$ cat config.mk
export PLATFORM = sky130hd
export DESIGN_NAME = clk_div_monitor
export DESIGN_NICKNAME = d
export VERILOG_FILES = /design/src/rtl/clk_div_monitor.sv
export SDC_FILE = /design/constraint.sdc
export NUM_CORES = 1
export LEC_CHECK = 0
export CAP_MARGIN = 20
export CORE_ASPECT_RATIO = 1.2
export CORE_MARGIN = 4
export CORE_UTILIZATION = 55
export DETAILED_ROUTE_END_ITERATION = 10
export PLACE_DENSITY = 0.75
export RECOVER_POWER = 50
export SLEW_MARGIN = 20
export SYNTH_ARGS = -nofsm -noshare
export SYNTH_HDL_FRONTEND = slang
export SYNTH_SLANG_ARGS = --single-unit
$ cat constraint.sdc
create_clock -name CLK -period 10.3 [get_ports CLK]
set_input_delay 1.03 -clock CLK [delete_from_list [all_inputs] [get_ports CLK]]
set_output_delay 1.03 -clock CLK [all_outputs]
set_load 0.005 [all_outputs]
$ cat src/rtl/clk_div_monitor.sv
// clk_div_monitor
// Measures the half-period of a slow, divider-generated clock (CLK_IN) in cycles
// of the fast system clock CLK. It reports each edge-to-edge interval, declares
// lock after LOCK_CNT consecutive agreeing measurements, and flags loss of the
// monitored clock after TIMEOUT cycles without an edge.
module clk_div_monitor #(
  parameter int CNT_W    = 16,
  parameter int LOCK_CNT = 4,
  parameter int TOL      = 0,
  parameter int TIMEOUT  = 1000
) (
  input  logic             CLK,
  input  logic             RST_N,
  input  logic             CLK_IN,
  input  logic             EN,
  output logic             EDGE_PULSE,
  output logic [CNT_W-1:0] HALF_PERIOD,
  output logic             MEAS_VALID,
  output logic             LOCKED,
  output logic             TIMEOUT_ERR
);

  localparam logic [1:0] ST_IDLE = 2'd0;
  localparam logic [1:0] ST_ARM  = 2'd1;
  localparam logic [1:0] ST_MEAS = 2'd2;
  localparam logic [1:0] ST_TMO  = 2'd3;

  localparam logic [CNT_W-1:0] CNT_ZERO  = {CNT_W{1'b0}};
  localparam logic [CNT_W-1:0] CNT_ONE   = {{(CNT_W-1){1'b0}}, 1'b1};
  localparam logic [CNT_W-1:0] CNT_MAX   = {CNT_W{1'b1}};
  localparam logic [CNT_W-1:0] TIMEOUT_C = CNT_W'(TIMEOUT);
  localparam logic [CNT_W:0]   TOL_C     = (CNT_W+1)'(TOL);
  localparam logic [3:0]       LOCK_C    = 4'(LOCK_CNT);

  logic             sync1_r, sync2_r, sync3_r;
  logic             edge_s;
  logic [1:0]       state_r, state_nxt_s;
  logic [CNT_W-1:0] cnt_r, cnt_nxt_s;
  logic [3:0]       match_r, match_nxt_s;
  logic             has_prev_r, has_prev_nxt_s;
  logic             edge_pulse_r;
  logic [CNT_W-1:0] half_period_r, half_period_nxt_s;
  logic             meas_valid_r, meas_valid_nxt_s;
  logic             locked_r, locked_nxt_s;
  logic             timeout_err_r, timeout_err_nxt_s;
  logic [CNT_W:0]   diff_s, abs_diff_s;
  logic             is_match_s;
  logic [3:0]       match_inc_s;

  // edge of the synchronised monitored clock, either direction
  assign edge_s = sync2_r ^ sync3_r;

  // extra bit keeps the signed difference free of wrap-around
  assign diff_s      = {1'b0, cnt_r} - {1'b0, half_period_r};
  assign abs_diff_s  = diff_s[CNT_W] ? ((~diff_s) + {{CNT_W{1'b0}}, 1'b1}) : diff_s;
  assign is_match_s  = has_prev_r && (abs_diff_s <= TOL_C);
  assign match_inc_s = (match_r >= LOCK_C) ? LOCK_C : (match_r + 4'd1);

  // three-flop synchroniser for the asynchronous monitored clock
  always_ff @(posedge CLK or negedge RST_N) begin
    if (!RST_N) begin
      sync1_r <= 1'b0;
      sync2_r <= 1'b0;
      sync3_r <= 1'b0;
    end else begin
      sync1_r <= CLK_IN;
      sync2_r <= sync1_r;
      sync3_r <= sync2_r;
    end
  end

  // next-state decode for the measurement FSM, counter and lock tracking
  always_comb begin
    state_nxt_s       = state_r;
    cnt_nxt_s         = edge_s ? CNT_ONE : ((cnt_r == CNT_MAX) ? cnt_r : (cnt_r + CNT_ONE));
    half_period_nxt_s = half_period_r;
    meas_valid_nxt_s  = 1'b0;
    match_nxt_s       = match_r;
    has_prev_nxt_s    = has_prev_r;
    locked_nxt_s      = locked_r;
    timeout_err_nxt_s = timeout_err_r;
    if (!EN) begin
      state_nxt_s       = ST_IDLE;
      cnt_nxt_s         = CNT_ZERO;
      match_nxt_s       = 4'd0;
      has_prev_nxt_s    = 1'b0;
      locked_nxt_s      = 1'b0;
      timeout_err_nxt_s = 1'b0;
    end else begin
      case (state_r)
        ST_IDLE: begin
          state_nxt_s    = ST_ARM;
          cnt_nxt_s      = CNT_ZERO;
          match_nxt_s    = 4'd0;
          has_prev_nxt_s = 1'b0;
        end
        ST_ARM: begin
          // the first edge only starts the interval, nothing is measured yet
          if (edge_s) begin
            state_nxt_s = ST_MEAS;
          end else if (cnt_r == TIMEOUT_C) begin
            state_nxt_s       = ST_TMO;
            timeout_err_nxt_s = 1'b1;
            locked_nxt_s      = 1'b0;
            match_nxt_s       = 4'd0;
            has_prev_nxt_s    = 1'b0;
          end else begin
            state_nxt_s = ST_ARM;
          end
        end
        ST_MEAS: begin
          // an edge coinciding with the timeout count is still a valid edge
          if (edge_s) begin
            half_period_nxt_s = cnt_r;
            meas_valid_nxt_s  = 1'b1;
            has_prev_nxt_s    = 1'b1;
            match_nxt_s       = is_match_s ? match_inc_s : 4'd0;
            locked_nxt_s      = (match_nxt_s == LOCK_C);
          end else if (cnt_r == TIMEOUT_C) begin
            state_nxt_s       = ST_TMO;
            timeout_err_nxt_s = 1'b1;
            locked_nxt_s      = 1'b0;
            match_nxt_s       = 4'd0;
            has_prev_nxt_s    = 1'b0;
          end else begin
            state_nxt_s = ST_MEAS;
          end
        end
        ST_TMO: begin
          match_nxt_s    = 4'd0;
          has_prev_nxt_s = 1'b0;
          locked_nxt_s   = 1'b0;
          if (edge_s) begin
            state_nxt_s       = ST_MEAS;
            timeout_err_nxt_s = 1'b0;
          end else begin
            timeout_err_nxt_s = 1'b1;
          end
        end
        default: begin
          state_nxt_s       = ST_IDLE;
          cnt_nxt_s         = CNT_ZERO;
          match_nxt_s       = 4'd0;
          has_prev_nxt_s    = 1'b0;
          locked_nxt_s      = 1'b0;
          timeout_err_nxt_s = 1'b0;
        end
      endcase
    end
  end

  // state, counter and registered outputs
  always_ff @(posedge CLK or negedge RST_N) begin
    if (!RST_N) begin
      state_r       <= ST_IDLE;
      cnt_r         <= CNT_ZERO;
      match_r       <= 4'd0;
      has_prev_r    <= 1'b0;
      edge_pulse_r  <= 1'b0;
      half_period_r <= CNT_ZERO;
      meas_valid_r  <= 1'b0;
      locked_r      <= 1'b0;
      timeout_err_r <= 1'b0;
    end else begin
      state_r       <= state_nxt_s;
      cnt_r         <= cnt_nxt_s;
      match_r       <= match_nxt_s;
      has_prev_r    <= has_prev_nxt_s;
      edge_pulse_r  <= edge_s & EN;
      half_period_r <= half_period_nxt_s;
      meas_valid_r  <= meas_valid_nxt_s;
      locked_r      <= locked_nxt_s;
      timeout_err_r <= timeout_err_nxt_s;
    end
  end

  assign EDGE_PULSE  = edge_pulse_r;
  assign HALF_PERIOD = half_period_r;
  assign MEAS_VALID  = meas_valid_r;
  assign LOCKED      = locked_r;
  assign TIMEOUT_ERR = timeout_err_r;

endmodule
==> out/results.txt <==
Worst setup margin: 6.297 ns
Startpoint of the lowest-slack hold path: sync1_r
Latest clock arrival within the worst-skew pair: 0.30 ns
Net Switching: 0.0001740 W
Worst Tran Pin Value: 2.466 ns
Vias per cell: 6.272
Worst supply voltage drop on vdd: 85.82 uV
Congestion Overflow GR: 0
Maximum number of pins on one net before global-route repair: 47
Setup tns final: 0 ns
Delay of the slowest cell on the worst path: 0.54 ns
Final net count: 467
Diode insertion count for antenna repair: 0
Average cell area after synthesis: 8.732 um2
Endpoints failing setup: 0
Number of stages on the worst hold path: 0
Number of clock sinks seen by CTS: 46
Chip Width: 82.72 um
CP Depth: 13
Register clock-pin slew on the reported worst setup and hold paths: 0.08 ns
Unrepaired setup endpoints after global routing: no
CP Class: reg -> reg
Distinct cell type count after synthesis: 78
Starting Density: 56.81%
Depth of the worst register-to-register path: 13
Most instantiated flip-flop cell in the synthesis netlist: sky130_fd_sc_hd__dfrtp_1
Post-synthesis register bit count: 46
Combinational fraction of design power: 36.4%
CP required: 10.47 ns
Buffering stage count on the worst path with inverters included: 1
Depth of the CTS H-tree: 2
Post-Route Utilization: 62.42%
Clock power share: 26.1%
Initial DRC count: 261
Routed WL: 8637 um
EDFF count, synth: 0
Violations in the final reports: capacitance limit, slew limit
Reg2Reg Launch Point: cnt_r[0]
Clock Skews: 0.009180 ns
Core Box Area: 0.006486 mm2
Die Footprint: 0.008079 mm2
Post-place setup slack: 6.334 ns
Arrival time of data at the critical path endpoint: 4.18 ns
Average wire length per cell after detail routing: 16.45 um
Number of pins exceeding their max-slew limit in the final report: 47
Async set-or-reset flop fraction in the synthesized netlist: 100.0%
Maximum operating frequency: 249.8 MHz
Final period demand of the worst path: 4.003 ns
Half-perimeter wire length of the detailed placement result: 6604 um
Endpoint of the most critical register-to-register path: LOCKED
Cell area power density: 125.3 mW/mm2
Share of layout cells above drive strength 1: 10.00%
CTS tree: yes
Min-delay worst type: reg -> reg
Synthesis-to-layout area growth: 9.881%
Total DRC errors in the routed layout: 0
Num rows: 32
Most area-hungry cell type in the Yosys netlist: sky130_fd_sc_hd__dfrtp_1
Cell types occupying the most area after synthesis: sky130_fd_sc_hd__dfrtp_1 (31%), sky130_fd_sc_hd__ha_1 (7.8%), sky130_fd_sc_hd__mux2_2 (4.0%)
DRT antenna net count: 0
Maximum buffer depth of the clock tree: 2
Number of endpoints with negative hold slack in the final report: 0
CP max stage cell: sky130_fd_sc_hd__or4b_1
Clock buffers created by TritonCTS: 5
Synth Net Count: 450
All-Layer GR Usage: 23.21%
Area of the mapped netlist: 0.003685 mm2
End of the worst hold path: sync2_r
Post-synth top area share: 31.24%
Ys Warns: 0
Endpoint type of the worst setup path: flop
Total vias in the final route: 3293
Post-CTS Hold Fix Bufs: 0
Switching share of power: 34.29%
Last weighted congestion value of the routability-driven placer: 0.9898
Number of buffers inserted by post-CTS setup repair: 0
Resize count post-CTS: 0
Cell occurring most often along the worst timing path: sky130_fd_sc_hd__nor3_1
Worst R2R Setup Slack: 6.30 ns
Vias in the first global route: 3108
Global-route wire length before repair: 14980 um
Port-buffer cells: 23
CP Cell Sequence: inv_1 > ha_1 > fa_1 > nand2b_1 > a21boi_0 > nand2_1 > nor3_1 > nand3_1 > or3_1 > or4b_1 > o2bb2ai_1 > a31oi_1 > nor3_1
Kind of cell adding the most delay to the critical path: simple AND/OR/NAND/NOR gates
Total iterations of the first detailed-routing run: 5
Maxcap violations: 1
CP startpoint kind: flop
Design Power: 0.0005074 W
Outcome: finished with violations
Clock Tree Root: sky130_fd_sc_hd__clkbuf_8
Internal power: 0.0003334 W
Proportion of power drawn by flip-flops and latches: 37.5%
Crit-path max FO: 5
Sequential element share of the synthesized area: 31.24%
Max-slew headroom at the worst pin: -64.43%
Vertical extent of the die: 97.67 um
Static power due to leakage: 1.764 nW
Initial antenna violation count: 0
Final worst-path cycle share: 38.87%
Synthesized netlist cell count: 422
I/O Pins: 24
[flip-flops by register name, summed over array words and instances (netlist names)]
| signal | flops |
|---|---|
| has_prev_r | 1 |
| LOCKED | 1 |
| TIMEOUT_ERR | 1 |
| HALF_PERIOD | 16 |
| state_r | 2 |
| cnt_r | 16 |
| MEAS_VALID | 1 |
| sync3_r | 1 |
| sync2_r | 1 |
| match_r | 4 |
| sync1_r | 1 |
| EDGE_PULSE | 1 |
[cell usage in the layout, fill, tap and decap left out, types with 5 or more instances in the layout]
| cell | instances |
|---|---|
| sky130_fd_sc_hd__clkdlybuf4s50_1 | 19 |
| sky130_fd_sc_hd__mux2_2 | 13 |
| sky130_fd_sc_hd__nand2_1 | 37 |
| sky130_fd_sc_hd__ha_1 | 23 |
| sky130_fd_sc_hd__nand4_1 | 13 |
| sky130_fd_sc_hd__xor2_1 | 15 |
| sky130_fd_sc_hd__nor3_1 | 10 |
| sky130_fd_sc_hd__a21oi_1 | 29 |
| sky130_fd_sc_hd__nor2_1 | 39 |
| sky130_fd_sc_hd__nand3_1 | 12 |
| sky130_fd_sc_hd__a21o_1 | 5 |
| sky130_fd_sc_hd__nand2b_1 | 8 |
| sky130_fd_sc_hd__clkbuf_8 | 5 |
| sky130_fd_sc_hd__or3_1 | 6 |
| sky130_fd_sc_hd__o21ai_0 | 19 |
| sky130_fd_sc_hd__dfrtp_1 | 46 |
| sky130_fd_sc_hd__inv_1 | 27 |
| sky130_fd_sc_hd__xnor2_1 | 9 |
| sky130_fd_sc_hd__and2_1 | 5 |
[power by group through the flow]
stage          clock, W  combinational [W]  sequential (W)
2_1_floorplan         0           0.000143        0.000193
3_3_place_gp          0           0.000182        0.000194
3_5_place_dp          0           0.000183        0.000194
4_1_cts        0.000136           0.000183        0.000190
5_1_grt        0.000144           0.000205        0.000191
6_report       0.000132           0.000185        0.000190
[cell usage after synthesis, types with 2 or more instances]
library cell / instances
sky130_fd_sc_hd__or2_2: 4
sky130_fd_sc_hd__or3_1: 6
sky130_fd_sc_hd__buf_4: 2
sky130_fd_sc_hd__dfrtp_1: 46
sky130_fd_sc_hd__xnor2_1: 9
sky130_fd_sc_hd__mux2_2: 13
sky130_fd_sc_hd__nand4_1: 13
sky130_fd_sc_hd__o211a_1: 3
sky130_fd_sc_hd__o2bb2ai_1: 3
sky130_fd_sc_hd__o211ai_1: 4
sky130_fd_sc_hd__nor2b_1: 2
sky130_fd_sc_hd__o32ai_1: 2
sky130_fd_sc_hd__clkbuf_1: 5
sky130_fd_sc_hd__and2_1: 5
sky130_fd_sc_hd__nor2_1: 39
sky130_fd_sc_hd__nor3_1: 10
sky130_fd_sc_hd__ha_1: 23
sky130_fd_sc_hd__xor2_1: 15
sky130_fd_sc_hd__nand2_1: 37
sky130_fd_sc_hd__o41ai_1: 2
sky130_fd_sc_hd__a211oi_1: 4
sky130_fd_sc_hd__o221a_2: 2
sky130_fd_sc_hd__a21oi_1: 29
sky130_fd_sc_hd__o21ai_1: 2
sky130_fd_sc_hd__and3b_1: 2
sky130_fd_sc_hd__inv_1: 27
sky130_fd_sc_hd__and3_1: 3
sky130_fd_sc_hd__o31ai_1: 2
sky130_fd_sc_hd__a221oi_1: 2
sky130_fd_sc_hd__nand2b_1: 8
sky130_fd_sc_hd__o21ai_0: 19
sky130_fd_sc_hd__a31oi_1: 4
sky130_fd_sc_hd__mux2i_1: 2
sky130_fd_sc_hd__buf_2: 4
sky130_fd_sc_hd__o22ai_1: 3
sky130_fd_sc_hd__nand3b_1: 2
sky130_fd_sc_hd__a21o_1: 5
sky130_fd_sc_hd__and2b_2: 3
sky130_fd_sc_hd__o21a_1: 2
sky130_fd_sc_hd__buf_6: 2
sky130_fd_sc_hd__nor4_1: 4
sky130_fd_sc_hd__nand3_1: 12
[stage by stage]
step | hold slack [ns] | cells | area [um2]
2_1_floorplan | 0.3312 | 422 | 3685
3_3_place_gp | 0.3372 | 517 | 3940
3_5_place_dp | 0.3373 | 517 | 3940
4_1_cts | 0.3640 | 525 | 4050
5_1_grt | 0.3852 | 525 | 4049
6_report | 0.3575 | 525 | 4049
[how the worst max path moves through the flow]
stage,startpoint,endpoint
floorplan,cnt_r[0],LOCKED
global placement,cnt_r[0],LOCKED
detailed placement,cnt_r[0],LOCKED
CTS,cnt_r[0],LOCKED
global route,cnt_r[5],LOCKED
finish,cnt_r[0],LOCKED
[logic make-up (layout without fill, tap and decap cells)]
kind of cell,Yosys count,after routing,synth area share (%)
AND/OR/NAND/NOR,164,164,23.94
XOR/XNOR,25,25,6.146
multiplexers,15,15,4.516
AO/OA/AOI/OAI,108,108,20.99
flip-flops,46,46,31.24
adder cells (fa/ha/maj),24,24,8.353
buffers and inverters,40,58,4.822
[cell type report]
cell class                      count  area, um2
Multi-Input combinational cell    336       2356
Tap cell                           85      106.4
Timing Repair Buffer               23      224.0
Clock inverter                      2      37.54
Fill cell                         572       2437
Inverter                           27      101.3
Sequential cell                    46       1151
Clock buffer                        6      72.57
[metal layers]
| layer | GRT usage (%) | up-vias | share of wire (%) |
|---|---|---|---|
| met1 | 33.43 | 1584 | 46 |
| met3 | 3.061 | 21 | 4.4 |
| met5 | 0 | - | 0 |
| met4 | 6.289 | 0 | 2.1 |
| li1 | - | 1575 | - |
| met2 | 36.23 | 113 | 47 |
Note: power is estimated with default switching activity, not from simulation.
